$ cat config.mk
export PLATFORM = sky130hd
export DESIGN_NAME = hilo_unit
export DESIGN_NICKNAME = d
export VERILOG_FILES = /design/src/rtl/hilo_pkg.sv /design/src/rtl/hilo_unit_handshake.sv /design/src/rtl/hilo_unit.sv
export SDC_FILE = /design/constraint.sdc
export NUM_CORES = 1
export LEC_CHECK = 0
export CAP_MARGIN = 30
export CORE_MARGIN = 5
export CORE_UTILIZATION = 44
export DETAILED_ROUTE_END_ITERATION = 16
export PLACE_DENSITY = 0.81
export SLEW_MARGIN = 10
export SYNTH_ARGS = -nofsm -noshare
export SYNTH_HDL_FRONTEND = slang
export SYNTH_SLANG_ARGS = --single-unit
$ cat constraint.sdc
create_clock -name clk -period 2.1 [get_ports clk]
set_input_delay 0.42 -clock clk [delete_from_list [all_inputs] [get_ports clk]]
set_output_delay 0.42 -clock clk [all_outputs]
set_load 0.005 [all_outputs]
$ cat src/rtl/hilo_pkg.sv
// Shared types for the HI/LO sequencer: opcodes, top FSM states, default start timeout.
// Divider states exist only when HILO_DIV_EN is defined.
package hilo_pkg;

  typedef enum logic [1:0] {
    OP_MULT = 2'd0,
    OP_DIV  = 2'd1,
    OP_MTHI = 2'd2,
    OP_MTLO = 2'd3
  } op_t;

  typedef enum logic [2:0] {
    ST_IDLE,
    ST_M_START,
    ST_M_RUN
`ifdef HILO_DIV_EN
    ,
    ST_D_START,
    ST_D_RUN
`endif
  } state_t;

  localparam int START_TIMEOUT_DEF = 4;

endpackage

$ cat src/rtl/hilo_unit_handshake.sv
// Level-and-busy launch of one iterative unit: registered control level, start timeout
// counter, and combinational go-run / timeout / capture strobes sampled by the top FSM.
module unit_handshake
  import hilo_pkg::*;
#(
  parameter int START_TIMEOUT = START_TIMEOUT_DEF
) (
  input  logic clk,
  input  logic reset,
  input  logic i_launch,
  input  logic i_in_start,
  input  logic i_in_run,
  input  logic i_unit_busy,
  output logic o_control,
  output logic o_go_run,
  output logic o_timeout,
  output logic o_capture
);

  localparam int CW = $clog2(START_TIMEOUT + 1);

  logic [CW-1:0] r_cnt;
  logic          r_control;
  logic          w_expire;

  // The last allowed start cycle is the one whose edge still sees busy low.
  assign w_expire  = (r_cnt == CW'(START_TIMEOUT - 1));
  assign o_go_run  = i_in_start & i_unit_busy;
  assign o_timeout = i_in_start & ~i_unit_busy & w_expire;
  assign o_capture = i_in_run & ~i_unit_busy;
  assign o_control = r_control;

  always_ff @(posedge clk) begin
    if (reset) begin
      r_control <= 1'b0;
      r_cnt     <= '0;
    end else if (i_launch) begin
      r_control <= 1'b1;
      r_cnt     <= '0;
    end else if (i_in_start) begin
      if (i_unit_busy || w_expire) begin
        r_control <= 1'b0;
      end else begin
        r_cnt <= r_cnt + 1'b1;
      end
    end
  end

endmodule

$ cat src/rtl/hilo_unit.sv
// HI/LO register pair and multiply/divide sequencer; capture one edge after unit busy falls,
// busy stalls the control unit and requests arriving while busy are dropped. Divider: HILO_DIV_EN.
module hilo_unit
  import hilo_pkg::*;
#(
  parameter int START_TIMEOUT = START_TIMEOUT_DEF
) (
  input  logic        clk,
  input  logic        reset,
  input  logic        op_valid,
  input  logic [1:0]  op_code,
  input  logic [31:0] wdata,
  output logic [31:0] hi,
  output logic [31:0] lo,
  output logic        busy,
  output logic        done,
  output logic        req_drop,
  output logic        err,
`ifdef HILO_DIV_EN
  output logic        div_control,
  input  logic        div_busy,
  input  logic [31:0] div_hi,
  input  logic [31:0] div_lo,
`endif
  output logic        mult_control,
  input  logic        mult_busy,
  input  logic [31:0] mult_hi,
  input  logic [31:0] mult_lo
);

  state_t      r_state;
  logic [31:0] r_hi, r_lo;
  logic        r_done, r_req_drop, r_err;
  op_t         w_op;
  logic        w_idle;
  logic        w_m_launch, w_m_go_run, w_m_timeout, w_m_capture;

  assign w_op   = op_t'(op_code);
  assign w_idle = (r_state == ST_IDLE);

  assign w_m_launch = w_idle & op_valid & (w_op == OP_MULT);

  unit_handshake #(.START_TIMEOUT(START_TIMEOUT)) u_mult_hs (
    .clk        (clk),
    .reset      (reset),
    .i_launch   (w_m_launch),
    .i_in_start (r_state == ST_M_START),
    .i_in_run   (r_state == ST_M_RUN),
    .i_unit_busy(mult_busy),
    .o_control  (mult_control),
    .o_go_run   (w_m_go_run),
    .o_timeout  (w_m_timeout),
    .o_capture  (w_m_capture)
  );

`ifdef HILO_DIV_EN
  logic w_d_launch, w_d_go_run, w_d_timeout, w_d_capture;

  assign w_d_launch = w_idle & op_valid & (w_op == OP_DIV);

  unit_handshake #(.START_TIMEOUT(START_TIMEOUT)) u_div_hs (
    .clk        (clk),
    .reset      (reset),
    .i_launch   (w_d_launch),
    .i_in_start (r_state == ST_D_START),
    .i_in_run   (r_state == ST_D_RUN),
    .i_unit_busy(div_busy),
    .o_control  (div_control),
    .o_go_run   (w_d_go_run),
    .o_timeout  (w_d_timeout),
    .o_capture  (w_d_capture)
  );
`endif

  always_ff @(posedge clk) begin
    if (reset) begin
      r_state    <= ST_IDLE;
      r_hi       <= '0;
      r_lo       <= '0;
      r_done     <= 1'b0;
      r_req_drop <= 1'b0;
      r_err      <= 1'b0;
    end else begin
      r_done     <= 1'b0;
      r_req_drop <= 1'b0;
      r_err      <= 1'b0;
      case (r_state)
        ST_IDLE: begin
          if (op_valid) begin
            case (w_op)
              OP_MULT: r_state <= ST_M_START;
`ifdef HILO_DIV_EN
              OP_DIV:  r_state <= ST_D_START;
`endif
              OP_MTHI: r_hi <= wdata;
              OP_MTLO: r_lo <= wdata;
              default: r_req_drop <= 1'b1;
            endcase
          end
        end
        ST_M_START: begin
          r_req_drop <= op_valid;
          if (w_m_go_run) begin
            r_state <= ST_M_RUN;
          end else if (w_m_timeout) begin
            r_state <= ST_IDLE;
            r_err   <= 1'b1;
          end
        end
        ST_M_RUN: begin
          r_req_drop <= op_valid;
          if (w_m_capture) begin
            r_hi    <= mult_hi;
            r_lo    <= mult_lo;
            r_done  <= 1'b1;
            r_state <= ST_IDLE;
          end
        end
`ifdef HILO_DIV_EN
        ST_D_START: begin
          r_req_drop <= op_valid;
          if (w_d_go_run) begin
            r_state <= ST_D_RUN;
          end else if (w_d_timeout) begin
            r_state <= ST_IDLE;
            r_err   <= 1'b1;
          end
        end
        ST_D_RUN: begin
          r_req_drop <= op_valid;
          if (w_d_capture) begin
            r_hi    <= div_hi;
            r_lo    <= div_lo;
            r_done  <= 1'b1;
            r_state <= ST_IDLE;
          end
        end
`endif
        default: r_state <= ST_IDLE;
      endcase
    end
  end

  assign hi       = r_hi;
  assign lo       = r_lo;
  assign busy     = ~w_idle;
  assign done     = r_done;
  assign req_drop = r_req_drop;
  assign err      = r_err;

endmodule

==> results.yml, run 1 <==
sta:
  slew_headroom_pct: 57.2
  rsz0062_at_grt: "no"
  max_slew.worst_pin.slew_ns: 0.642
  fmax_mhz: 507
  clock_skew_ns: 0.0104
  finalHoldViolCount: 0
  min_period_ns: 1.97
  maxSlewViolCount: 0
  final-setup-viol-count: 0
  finalCritPeriodShare_pct: 94.0
  hold_ws_ns: 0.513
  setup_tns_ns: 0
yosys:
  netlist_area_um2: 4210
  post-synth-top-count-cell: "dfxtp_1"
  yosysSeqAreaShare_pct: 34.7
  ys_warn_count: 0
  syn_inst: 401
  ys_async_sr_fraction_pct: 0
  syn_nets: 510
  syn_area_per_cell_um2: 10.5
  synth_edf_count: 0
  yosysTopAreaCell: "dfxtp_1"
  ys_ff_latch: 73
  synthDominantCellAreaShare_pct: 34.7
  synth_area_leaders: "dfxtp_1 35%, mux2_4 21%, mux2i_1 16%"
  synth_ff_type: "dfxtp_1"
  synth_common_cells: "73 x dfxtp_1, 68 x nor2_1, 66 x mux2i_1"
  ys_types: 35
clock_network:
  postCtsSetupRepairBufs: 0
  path_clk_slew_ns: 0.08
  cts_buffers: 9
  clock-sinks: 73
  cts_tree: "done"
  clockBufferDepth: 2
  cts_max_level: 3
  holdBufCountCts: 0
  insertion_delay_ns: 0.35
  cts_root_buf: "clkbuf_8"
die:
  start_util_pct: 45.4
  rows: 35
  die_area_um2: 11600
  die_w_um: 108
  ioPinCount: 171
  die_h_um: 108
  core_um2: 9280
placement:
  numPortBuffers: 170
  hpwl_um: 8560
  routabilityCongestion: 0.755
grt:
  grt_pass1_wl_um: 17200
  overflow: 0
  grt_pass1_vias: 3467
  grt_start_max_net_pins: 61
  antenna_found_initial: 0
  track_usage_pct: 18.4
pwr:
  power_mw: 6.05
  p_leak_nw: 2.53
  vdd_drop_max_mv: 0.438
  power.density_nw_per_um2: 953
finish:
  diodes: 0
  num-nets-final: 678
  drive_gt1_share_pct: 18.0
  area_delta_synth_final_pct: 50.6
  nFillCells: 718
routing:
  drt_iter0_drc: 72
  wl_um: 11100
  routedWlPerCell_um: 15.8
  vias: 3389
  drtAntennaViolNets: 0
  drc: 0
  via_per_inst: 4.83
  drt_first_pass_iters: 5
critical_path:
  critPathBufInv: 3
  max_stage_delay_ns: 0.49
  slowest_stage: "clkdlybuf4s50_1"
  cp-start-kind: "register"
  crit_family: "buffers and inverters"
  cp_cell_sequence: "inv_2, ha_4, inv_1, clkdlybuf4s50_1"
  cp_max_fo: 8
  crit_arrival_ns: 1.55
  worstSetupEndpointType: "output port"
  path_class: "reg2out"
  crit_required_ns: 1.68
worst_hold_path:
  hold_path.class: "reg2reg"
run:
  cap_viol_max_count: 0
run_status:
  outcome: "completed"
## worst paths after layout
| kind | start | to | slack, ns | depth (start not counted) |
|---|---|---|---|---|
| setup reg to reg | r_state[0] | hi[22] | 0.31 | 6 |
| hold reg to reg | u_mult_hs.r_cnt[2] | u_mult_hs.r_cnt[2] | 0.51 | 2 |
| setup / recovery | r_state[1] | busy | 0.13 | 4 |
| hold / removal | u_mult_hs.r_cnt[2] | u_mult_hs.r_cnt[2] | 0.51 | 2 |
## where the power goes
group,switching [mW],internal [mW]
combinational,1.04,1.85
sequential,0.189,1.75
clock,0.532,0.693
total,1.76,4.29
## area by class of cell
class / instances / area (µm²) / share of cell area [%]
sequential: 73 / 1460 / 23.1
inverter: 5 / 18.8 / 0.296
tap: 129 / 161 / 2.54
multi-input combinational: 294 / 2580 / 40.6
timing repair buffer: 186 / 1910 / 30.0
clock buffer: 10 / 138 / 2.17
clock inverter: 5 / 80.1 / 1.26
## cells by family (layout without fill, tap and decap cells)
logic type / count (synthesis) / count (layout) / share of synthesized area, %
AND/OR/NAND/NOR: 147 / 147 / 18.0
multiplexers: 130 / 130 / 38.1
flip-flops: 73 / 73 / 34.7
buffers and inverters: 34 / 206 / 4.72
AO/OA/AOI/OAI: 9 / 9 / 2.14
adder cells (fa/ha/maj): 7 / 7 / 2.08
XOR/XNOR: 1 / 1 / 0.208
## worst min-delay path, stage by stage, from the launching register on
cell	delay (ns)
dfxtp_1	0.32
nor2_1	0.10
a211oi_1	0.05
## through the flow
step,worst slack [ns],util (%),std cells,area [µm²]
after floorplan,0.382,-,401,4210
after global placement,0.0693,65.8,687,6110
after detailed placement,0.0349,65.8,687,6110
after CTS,0.0132,68.2,702,6340
after global routing,0.0460,68.4,702,6350
final,0.127,68.4,702,6350
## placed cells by master, fill, tap and decap left out, types with 2 or more instances in the layout
cell type and instances:
clkbuf_8 10, buf_4 10, nand2b_1 2, mux2i_1 66, clkinvlp_4 2, bufinv_16 2
nor2b_1 64, inv_1 3, dfxtp_2 2, buf_12 7, ha_1 5, nor2_1 68
a211o_4 2, inv_2 2, mux2_4 60, clkdlybuf4s50_1 169, nand2_1 2, mux2_1 4
ha_4 2, dfxtp_1 71
## what timing repair did
action	in CTS	in global routing
endpoints found under the setup margin	1	1
hold endpoints to repair	0	0
pin swaps	0	0
gates resized for setup	3	3
## metal layers
metal	up-vias	global-route usage, %	wire, µm
li1	1685	-	-
met1	1564	21.3	4640
met2	122	31.7	5410
met3	18	6.54	843
met4	0	5.95	184
met5	-	0	0
## sequential cells by signal, indices dropped and copies added, names as in the netlist
signal,cells
lo,32
req_drop,1
done,1
r_state,2
err,1
u_mult_hs.r_cnt,3
u_mult_hs.o_control,1
hi,32
Power figures use the tool's default switching activity.
==> inputs of run 2 (changes only) <==
--- a/config.mk
+++ b/config.mk
@@ -5,11 +5,11 @@
 export SDC_FILE = /design/constraint.sdc
 export NUM_CORES = 1
 export LEC_CHECK = 0
-export CAP_MARGIN = 30
+export ABC_AREA = 1
 export CORE_MARGIN = 5
-export CORE_UTILIZATION = 44
+export CORE_UTILIZATION = 41
 export DETAILED_ROUTE_END_ITERATION = 16
-export PLACE_DENSITY = 0.81
+export PLACE_DENSITY = 0.79
 export SLEW_MARGIN = 10
 export SYNTH_ARGS = -nofsm -noshare
 export SYNTH_HDL_FRONTEND = slang
==> results.yml, run 2 <==
yosys:
  synth_area_leaders: "dfxtp_1 41%, nor2_1 18%, a21oi_1 9.5%"
  synthDominantCellAreaShare_pct: 40.6
  yosysSeqAreaShare_pct: 40.6
  ys_warn_count: 0
  synth_common_cells: "168 x nor2_1, 78 x nand2_1, 73 x dfxtp_1"
  ys_ff_latch: 73
  synth_edf_count: 0
  post-synth-top-count-cell: "nor2_1"
  netlist_area_um2: 3600
  synth_ff_type: "dfxtp_1"
  ys_types: 25
  syn_inst: 556
  ys_async_sr_fraction_pct: 0
  yosysTopAreaCell: "dfxtp_1"
  syn_area_per_cell_um2: 6.47
  syn_nets: 665
finish:
  most-common-layout-cells: "170 x clkdlybuf4s50_1, 166 x nor2_1, 78 x nand2_1, 71 x dfxtp_1, 68 x a21oi_1"
  final_common_cell: "clkdlybuf4s50_1"
  num-nets-final: 824
  drive_gt1_share_pct: 6.53
  area_delta_synth_final_pct: 58.0
  diodes: 0
sta:
  final-setup-viol-count: 0
  slew_headroom_pct: 49.3
  finalCritPeriodShare_pct: 96.5
  setup_tns_ns: 0
  finalHoldViolCount: 0
  hold_ws_ns: 0.465
  rsz0062_at_grt: "no"
  max_slew.worst_pin.slew_ns: 0.759
  clock_skew_ns: 0.00842
  fmax_mhz: 494
  maxSlewViolCount: 0
  min_period_ns: 2.03
clock_network:
  clock-sinks: 73
  cts_max_level: 3
  insertion_delay_ns: 0.34
  cts_buffers: 9
  clockBufferDepth: 2
  path_clk_slew_ns: 0.08
  cts_root_buf: "clkbuf_8"
  cts_tree: "done"
critical_path:
  cp_max_fo: 6
  r2r_start: "r_state[1]"
  r2r_end: "lo[18]"
  path_class: "reg2out"
  crit_arrival_ns: 1.61
  crit_required_ns: 1.68
  reg2reg_slack_ns: 0.23
  cp_cell_sequence: "inv_1, ha_4, inv_2, clkdlybuf4s50_1"
  r2r_cells: 9
  cp-start-kind: "register"
  worstSetupEndpointType: "output port"
  max_stage_delay_ns: 0.51
  slowest_stage: "clkdlybuf4s50_1"
routing:
  routedWlPerCell_um: 14.2
  wl_um: 11700
  drtAntennaViolNets: 0
  vias: 4085
  via_per_inst: 4.93
  drt_first_pass_iters: 4
  drc: 0
  drt_iter0_drc: 164
worst_hold_path:
  hold_path.class: "reg2reg"
  min-delay-start: "u_mult_hs.r_cnt[2]"
  holdPathStages: 2
  holdPathEnd: "u_mult_hs.r_cnt[2]"
grt:
  track_usage_pct: 21.3
  grt_pass1_wl_um: 19100
  grt_pass1_vias: 4051
  grt_start_max_net_pins: 53
  overflow: 0
  antenna_found_initial: 0
pwr:
  p_leak_nw: 2.46
  power_mw: 4.39
  vdd_drop_max_mv: 0.388
  power.density_nw_per_um2: 773
die:
  core_um2: 8640
  die_h_um: 104
  rows: 34
  ioPinCount: 171
  die_area_um2: 10700
  start_util_pct: 41.6
  die_w_um: 104
placement:
  numPortBuffers: 170
  routabilityCongestion: 0.837
  hpwl_um: 8790
run_status:
  outcome: "completed"
run:
  cap_viol_max_count: 0
==> run 2: cells by family after synthesis <==
kind of cell	after synthesis	synth area share, %
flops	73	40.6
compound gates	75	10.8
simple gates	322	37.1
fa+ha+maj	7	2.44
xor+xnor	1	0.244
buf+inv	78	8.84
==> run 2: through the flow <==
stage | util, % | cells | setup slack (ns) | area, µm²
after floorplan | - | 556 | 0.495 | 3600
after global placement | 62.8 | 812 | 0.0789 | 5420
after detailed placement | 62.8 | 812 | 0.0175 | 5420
after CTS | 65.8 | 828 | 0.0250 | 5680
after global routing | 65.8 | 828 | 0.0100 | 5680
final | 65.8 | 828 | 0.0739 | 5680
==> run 2: area by class of cell <==
type | count | area [µm²]
fillers | 799 | 2950
flip-flops and latches | 73 | 1470
inverters | 42 | 158
repair buffers | 184 | 1830
clock inverters | 5 | 103
well taps | 108 | 135
clock buffers | 11 | 141
multi-input cells | 405 | 1850
==> run 2: worst max-delay path by stage <==
stage                from  endpoint  cells after the start
2_1_floorplan  r_state[0]    hi[26]                     10
5_1_grt        r_state[1]      busy                      4
4_1_cts        r_state[0]      busy                      4
3_3_place_gp    mult_busy    lo[20]                      8
3_5_place_dp    mult_busy    lo[10]                      8
6_report       r_state[1]      busy                      4
==> run 2: worst max-delay path: cells and delay by family (launching register included) <==
family	cells	cell delay (ns)
adder cells (fa/ha/maj)	1	0.19
buffers and inverters	3	0.69
flip-flops	1	0.38
==> run 2: timing repair <==
item / CTS / global route
resized for setup: 4 / 2
setup endpoints to repair: 1 / 1
hold buffers: 0 / 0
buffers inserted: 0 / 0
==> run 2: power by group <==
| group | switching [mW] | internal (mW) | leakage (nW) |
|---|---|---|---|
| sequential | 0.0986 | 1.57 | 0.601 |
| combinational | 0.654 | 0.725 | 1.74 |
| clock | 0.525 | 0.821 | 0.120 |
| total | 1.28 | 3.11 | 2.46 |
==> run 2: routing by layer <==
metal  vias up  share of wire (%)  global-route usage, %
li1       2079                  -                      -
met1      1836                 40                   24.2
met2       148                 50                   37.5
met3        22                7.1                   5.60
met4         0                2.7                   8.51
met5         -                  0                      0
==> inputs of run 3 (changes only) <==
--- a/config.mk
+++ b/config.mk
@@ -10,7 +10,7 @@
 export CORE_UTILIZATION = 41
 export DETAILED_ROUTE_END_ITERATION = 16
 export PLACE_DENSITY = 0.79
-export SLEW_MARGIN = 10
+export SLEW_MARGIN = 20
 export SYNTH_ARGS = -nofsm -noshare
 export SYNTH_HDL_FRONTEND = slang
 export SYNTH_SLANG_ARGS = --single-unit
==> results of run 3 <==
Final layout, timing and power as in run 2 (identical DEF).
